### src/rtl/biu_constants_pkg.sv
// Bus interface constants shared by the load/store path and its memory targets.
package biu_constants_pkg;

    typedef enum logic [2:0] {
        BYTE  = 3'b000,
        HWORD = 3'b001,
        WORD  = 3'b010,
        DWORD = 3'b011,
        QWORD = 3'b100
    } biu_size_t;

endpackage

### src/rtl/riscv_pma_pkg.sv
// Types and defaults for PMA-based routing of memory requests.
package riscv_pma_pkg;

    localparam int EXT_TIMEOUT_DEFAULT = 255;

    typedef enum logic [1:0] {
        IDLE     = 2'd0,
        WAIT_DC  = 2'd1,
        WAIT_EXT = 2'd2,
        WAIT_TCM = 2'd3
    } dispatch_state_t;

endpackage

### src/rtl/riscv_timeout_cnt.sv
// Cycle counter that flags when an enabled wait has lasted TIMEOUT cycles.
module riscv_timeout_cnt #(
    parameter int TIMEOUT = 255
) (
    input  logic clk_i,
    input  logic rst_i,
    input  logic clr,
    input  logic en,
    output logic expired
);

    localparam int CW = ($clog2(TIMEOUT + 1) < 8) ? 8 : $clog2(TIMEOUT + 1);

    logic [CW-1:0] cnt;

    // cnt holds the number of completed wait cycles, so the last allowed cycle sees TIMEOUT-1
    assign expired = en && (cnt == CW'(TIMEOUT - 1));

    always_ff @(posedge clk_i) begin
        if (rst_i || clr) begin
            cnt <= '0;
        end else if (en && !expired) begin
            cnt <= cnt + CW'(1);
        end
    end

endmodule

### src/rtl/riscv_mem_dispatch.sv
// Routes one upstream memory request at a time to the data cache, external bus or TCM
// and returns a single completion pulse (or an immediate fault/misaligned pulse).
module riscv_mem_dispatch
    import biu_constants_pkg::*;
    import riscv_pma_pkg::*;
#(
    parameter int XLEN        = 32,
    parameter int PLEN        = (XLEN == 32) ? 34 : 56,
    parameter int EXT_TIMEOUT = EXT_TIMEOUT_DEFAULT
) (
    input  logic             clk_i,
    input  logic             rst_i,

    input  logic             req_i,
    input  logic [PLEN-1:0]  adr_i,
    input  biu_size_t        size_i,
    input  logic             we_i,
    input  logic             lock_i,
    input  logic [XLEN-1:0]  d_i,
    input  logic             kill_i,
    output logic             ready_o,

    input  logic             exception_i,
    input  logic             misaligned_i,
    input  logic             is_cache_access_i,
    input  logic             is_ext_access_i,
    input  logic             is_tcm_access_i,

    output logic             ack_o,
    output logic [XLEN-1:0]  q_o,
    output logic             err_o,
    output logic             access_fault_o,
    output logic             misaligned_o,

    output logic             dc_req_o,
    output logic [PLEN-1:0]  dc_adr_o,
    output biu_size_t        dc_size_o,
    output logic             dc_we_o,
    output logic [XLEN-1:0]  dc_d_o,
    input  logic             dc_ack_i,
    input  logic             dc_err_i,
    input  logic [XLEN-1:0]  dc_q_i,

    output logic             ext_req_o,
    output logic [PLEN-1:0]  ext_adr_o,
    output biu_size_t        ext_size_o,
    output logic             ext_we_o,
    output logic             ext_lock_o,
    output logic [XLEN-1:0]  ext_d_o,
    input  logic             ext_ack_i,
    input  logic             ext_err_i,
    input  logic [XLEN-1:0]  ext_q_i,

    output logic             tcm_req_o,
    output logic [PLEN-1:0]  tcm_adr_o,
    output biu_size_t        tcm_size_o,
    output logic             tcm_we_o,
    output logic [XLEN-1:0]  tcm_d_o,
    input  logic             tcm_ack_i,
    input  logic             tcm_err_i,
    input  logic [XLEN-1:0]  tcm_q_i
);

    dispatch_state_t state;
    logic            kill_r;
    logic [PLEN-1:0] adr_r;
    biu_size_t       size_r;
    logic            we_r;
    logic            lock_r;
    logic [XLEN-1:0] d_r;

    logic accept;
    logic fault;
    logic go_ext;
    logic ext_expired;
    logic squash;

    function automatic logic [XLEN-1:0] resp_q(input logic we, input logic [XLEN-1:0] q);
        return we ? '0 : q;
    endfunction

    assign ready_o = (state == IDLE);
    assign accept  = req_i && ready_o;
    // An access that no PMA region claims is reported exactly like a PMA exception.
    assign fault   = exception_i || !(is_cache_access_i || is_ext_access_i || is_tcm_access_i);
    assign go_ext  = accept && !fault && !misaligned_i && !is_tcm_access_i
                     && !is_cache_access_i && is_ext_access_i;
    assign squash  = kill_r || kill_i;

    riscv_timeout_cnt #(
        .TIMEOUT (EXT_TIMEOUT)
    ) u_timeout (
        .clk_i   (clk_i),
        .rst_i   (rst_i),
        .clr     (go_ext),
        .en      (state == WAIT_EXT),
        .expired (ext_expired)
    );

    always_ff @(posedge clk_i) begin
        if (accept) begin
            adr_r  <= adr_i;
            size_r <= size_i;
            we_r   <= we_i;
            lock_r <= lock_i;
            d_r    <= d_i;
        end
    end

    assign dc_adr_o   = adr_r;
    assign dc_size_o  = size_r;
    assign dc_we_o    = we_r;
    assign dc_d_o     = d_r;
    assign ext_adr_o  = adr_r;
    assign ext_size_o = size_r;
    assign ext_we_o   = we_r;
    assign ext_lock_o = lock_r;
    assign ext_d_o    = d_r;
    assign tcm_adr_o  = adr_r;
    assign tcm_size_o = size_r;
    assign tcm_we_o   = we_r;
    assign tcm_d_o    = d_r;

    always_ff @(posedge clk_i) begin
        if (rst_i) begin
            state          <= IDLE;
            dc_req_o       <= 1'b0;
            ext_req_o      <= 1'b0;
            tcm_req_o      <= 1'b0;
            ack_o          <= 1'b0;
            err_o          <= 1'b0;
            access_fault_o <= 1'b0;
            misaligned_o   <= 1'b0;
            q_o            <= '0;
            kill_r         <= 1'b0;
        end else begin
            ack_o          <= 1'b0;
            err_o          <= 1'b0;
            access_fault_o <= 1'b0;
            misaligned_o   <= 1'b0;
            case (state)
                IDLE: begin
                    if (req_i) begin
                        if (fault) begin
                            access_fault_o <= !kill_i;
                            ack_o          <= !kill_i;
                        end else if (misaligned_i) begin
                            misaligned_o <= !kill_i;
                            ack_o        <= !kill_i;
                        end else if (is_tcm_access_i) begin
                            state     <= WAIT_TCM;
                            tcm_req_o <= 1'b1;
                            kill_r    <= kill_i;
                        end else if (is_cache_access_i) begin
                            state    <= WAIT_DC;
                            dc_req_o <= 1'b1;
                            kill_r   <= kill_i;
                        end else begin
                            state     <= WAIT_EXT;
                            ext_req_o <= 1'b1;
                            kill_r    <= kill_i;
                        end
                    end
                end
                WAIT_DC: begin
                    if (dc_ack_i || dc_err_i) begin
                        state    <= IDLE;
                        dc_req_o <= 1'b0;
                        kill_r   <= 1'b0;
                        if (!squash) begin
                            ack_o <= 1'b1;
                            err_o <= dc_err_i;
                            q_o   <= resp_q(we_r, dc_q_i);
                        end
                    end else if (kill_i) begin
                        kill_r <= 1'b1;
                    end
                end
                WAIT_TCM: begin
                    if (tcm_ack_i || tcm_err_i) begin
                        state     <= IDLE;
                        tcm_req_o <= 1'b0;
                        kill_r    <= 1'b0;
                        if (!squash) begin
                            ack_o <= 1'b1;
                            err_o <= tcm_err_i;
                            q_o   <= resp_q(we_r, tcm_q_i);
                        end
                    end else if (kill_i) begin
                        kill_r <= 1'b1;
                    end
                end
                WAIT_EXT: begin
                    // A response in the final allowed cycle wins over the timeout.
                    if (ext_ack_i || ext_err_i) begin
                        state     <= IDLE;
                        ext_req_o <= 1'b0;
                        kill_r    <= 1'b0;
                        if (!squash) begin
                            ack_o <= 1'b1;
                            err_o <= ext_err_i;
                            q_o   <= resp_q(we_r, ext_q_i);
                        end
                    end else if (ext_expired) begin
                        state     <= IDLE;
                        ext_req_o <= 1'b0;
                        kill_r    <= 1'b0;
                        ack_o     <= !squash;
                        err_o     <= !squash;
                    end else if (kill_i) begin
                        kill_r <= 1'b1;
                    end
                end
                default: begin
                    state <= IDLE;
                end
            endcase
        end
    end

endmodule

### config.mk
export PLATFORM = sky130hd
export DESIGN_NAME = riscv_mem_dispatch
export DESIGN_NICKNAME = d
export VERILOG_FILES = /design/src/rtl/biu_constants_pkg.sv /design/src/rtl/riscv_pma_pkg.sv /design/src/rtl/riscv_timeout_cnt.sv /design/src/rtl/riscv_mem_dispatch.sv
export SDC_FILE = /design/constraint.sdc
export NUM_CORES = 1
export LEC_CHECK = 0
export BUFFER_PORTS_ARGS = -buffer_cell sky130_fd_sc_hd__buf_2
export CAP_MARGIN = 15
export CORE_AREA = 2 2 170 172
export DETAILED_ROUTE_END_ITERATION = 10
export DIE_AREA = 0 0 172 174
export HOLD_SLACK_MARGIN = 0.05
export PLACE_DENSITY = 0.51
export SLEW_MARGIN = 20
export SYNTH_ARGS = -nofsm -noshare
export SYNTH_HDL_FRONTEND = slang
export SYNTH_SLANG_ARGS = --single-unit
### constraint.sdc
create_clock -name clk_i -period 4 [get_ports clk_i]
set_input_delay 0 -clock clk_i [delete_from_list [all_inputs] [get_ports clk_i]]
set_output_delay 0 -clock clk_i [all_outputs]
set_load 0.05 [all_outputs]
==> flow_summary.ini <==
[clocking]
clkTransAtPathRegs_ns = 0.07
post_cts_buffers = 0
clockRootBuffer = clkbuf_16
cts_buffers = 17
cts.repair.resized = 0
cts_tree = built
clk_latency_ns = 0.42
cts_htree_levels = 4
cts_sinks = 121
clk_path_buf_depth = 2
postCtsHoldBufs = 160

[power]
p_sw_share_pct = 33.84
combPwrFrac_pct = 25.1
intPower_mw = 2.680
ir_drop_uv = 259.1
powerDensity_nw_per_um2 = 412.7
power_frac_seq_pct = 35.8
power_leakage_nw = 4.426
pwr-share-clk_pct = 39.1
finalPower_mw = 4.051
power.switching_mw = 1.371

[sta]
setup_ws_ns = 0.7499
post-route-period-util_pct = 81.25
grt_setup_unrepaired = no
slew_headroom_pct = 29.32
setup_viol = 0
final_max_slew_viol_count = 0
finalHoldViolCount = 0
worst_pin_slew_ns = 1.060
min_period_ns = 3.250
finalClockSkew_ns = 0.01434
max_freq_mhz = 307.7
final.setup.tns_ns = 0

[min_path]
whs_path_depth = 3
hold_class = in2reg

[cells_and_area]
final_common_cell = buf_2
layout_common_cells = buf_2 (432), dlygate4sd3_1 (160), edfxtp_1 (71), mux2i_1 (65), dfxtp_1 (48)
areaGrowthSynthToFinish_pct = 60.94
stdcell_count = 1388
nets = 1174
final_util_pct = 34.77
layout-drive-gt1-share_pct = 47.46

[yosys]
synth_warnings = 0
synth-seq-area-share_pct = 51.36
syn_inst = 538
ys_seq_elements = 121
syn-num-nets = 722
synth_area_sq_um = 6100
yosysUniqueCellTypes = 44
synth_area_per_cell_sq_um = 11.34

[drt]
via_per_inst = 3.948
vias = 5480
first_iter_violations = 183
drt-wirelength-per-cell_um = 15.32
drt-total-wl_mm = 21.26
drc = 0
ant_nets = 0
first_pass_iters = 6

[worst_setup_path]
r2r_start = state[1]$_SDFFE_PP0P_
r2r_setup_slack_ns = 0.75
crit_path_end = state[0]$_SDFFE_PP0P_
r2r.worst_path.cells = 7
critical_path.startpoint = state[1]$_SDFFE_PP0P_
cp_data_required_time_ns = 4.30
worstPathArrival_ns = 3.55
r2r-end = state[0]$_SDFFE_PP0P_
crit_fanout = 54
crit_type = reg2reg
worstSetupStartpointType = flop
critPathCaptureType = flop

[global_route]
grt_overflow_total = 0
grt_pass1_wl_mm = 30.37
antenna_found_initial = 4
grt_pass1_vias = 5371
grt_usage_pct = 13.56
grt_max_degree = 55

[floorplan]
num_rows = 62
fp.coreArea_sq_um = 28240
die-width_um = 172
io_pins = 433
die_area_sq_um = 29930
fp.dieH_um = 174
start_util_pct = 21.60

[status]
status = complete, no violations

[place]
port_buffers = 432
dp_hpwl_mm = 15.77
routabilityCongestion = 0.7667
pre_cts_ws_ns = 1.463
dp.cells = 1195

[job]
cap_viol_max_count = 0
-- power groups by stage --
stage	registers, mW	clock network, mW	logic [mW]
floorplan	1.65	0	0.575
global placement	1.48	0	0.905
detailed placement	1.48	0	0.905
CTS	1.45	1.65	1.02
global route	1.46	1.70	1.06
finish	1.45	1.59	1.02
-- flip-flops by register name (all words and copies together), names as in the netlist --
| register | cells |
|---|---|
| misaligned_o | 1 |
| kill_r | 1 |
| u_timeout.cnt | 8 |
| err_o | 1 |
| ext_req_o | 1 |
| ack_o | 1 |
| state | 2 |
| access_fault_o | 1 |
| dc_req_o | 1 |
| ext_lock_o | 1 |
| tcm_req_o | 1 |
| dc_d_o | 32 |
| q_o | 32 |
| dc_we_o | 1 |
| dc_size_o | 3 |
| dc_adr_o | 34 |
-- cell type report --
class | count | area [sq um]
clock inverter | 13 | 170.2
antenna | 1 | 2.502
sequential | 121 | 3136
multi-input combinational | 247 | 1768
clock buffer | 19 | 432.9
fill | 2917 | 18420
tap | 384 | 480.5
inverter | 5 | 18.77
timing repair buffer | 598 | 3809
-- cell families after synthesis --
kind of cell | after synthesis | share of synthesized area [%]
compound gates | 61 | 7.262
xor+xnor | 5 | 0.7181
fa+ha+maj | 2 | 0.4102
buf+inv | 170 | 19.75
flops | 121 | 51.36
mux | 66 | 10.85
simple gates | 113 | 9.641
-- cells in the mapped netlist, drive strengths merged --
cell / count / area [sq um]
nor3: 3 / 15.01
a221oi: 1 / 8.760
nand2b: 36 / 225.2
a311o: 1 / 10.01
or4: 3 / 22.52
nand2: 37 / 138.9
o221a: 1 / 11.26
o211ai: 36 / 270.3
and4b: 2 / 20.02
o31ai: 2 / 15.01
inv: 5 / 18.77
a211oi: 1 / 7.510
a21boi: 1 / 7.510
or4b: 1 / 10.01
and2b: 1 / 7.510
edfxtp: 71 / 2132
nand4: 2 / 18.77
xor2: 3 / 26.28
a21bo: 1 / 10.01
dfxtp: 50 / 1001
a32oi: 2 / 17.52
nor2: 19 / 71.32
nor3b: 2 / 15.01
a22oi: 2 / 15.01
a21oi: 6 / 30.03
clkbuf: 13 / 48.80
buf: 152 / 1137
nor2b: 2 / 15.02
mux2i: 65 / 650.6
xnor2: 2 / 17.52
mux2: 1 / 11.26
nor4: 1 / 6.260
nand3: 2 / 10.01
ha: 2 / 25.02
o22ai: 1 / 6.260
and2: 2 / 12.51
o21ai: 6 / 33.78
-- metal layers --
metal  share of wire (%)  up-vias  wire length [um]  global-route usage [%]
met5                0.13        -                27                       0
met4                 1.3        4               280                   3.606
met3                 8.3       22              1760                   4.485
met2                  51      245             10810                   24.75
met1                  39     2557              8385                   14.90
li1                    -     2652                 -                       -
-- per-stage QoR --
step                      hold slack (ns)  instance area (sq um)
after floorplan                   0.09887                   6100
after global placement             0.1773                   7610
after detailed placement           0.1781                   7610
after CTS                          0.1567                   9814
after global routing               0.1846                   9814
final                              0.1713                   9817
-- worst max-delay path, stage by stage, from the launching register on --
cell           delay, ns
dfxtp_2             0.57
buf_4               0.49
nor3_1              0.13
dlygate4sd3_1       0.58
o21ai_1             0.16
dlygate4sd3_1       0.57
a221oi_1            0.06
dlygate4sd3_1       0.57
-- worst min path at each step --
stage	from	end	slack [ns]
after floorplan	adr_i[0]	dc_adr_o[0]$_DFFE_PN_	0.1
after global placement	d_i[5]	dc_d_o[5]$_DFFE_PN_	0.18
after detailed placement	adr_i[11]	dc_adr_o[11]$_DFFE_PN_	0.18
after CTS	rst_i	q_o[24]$_SDFFE_PP0P_	0.16
after global routing	rst_i	q_o[25]$_SDFFE_PP0P_	0.18
final	rst_i	q_o[24]$_SDFFE_PP0P_	0.17
(Power assumes the default switching activity.)
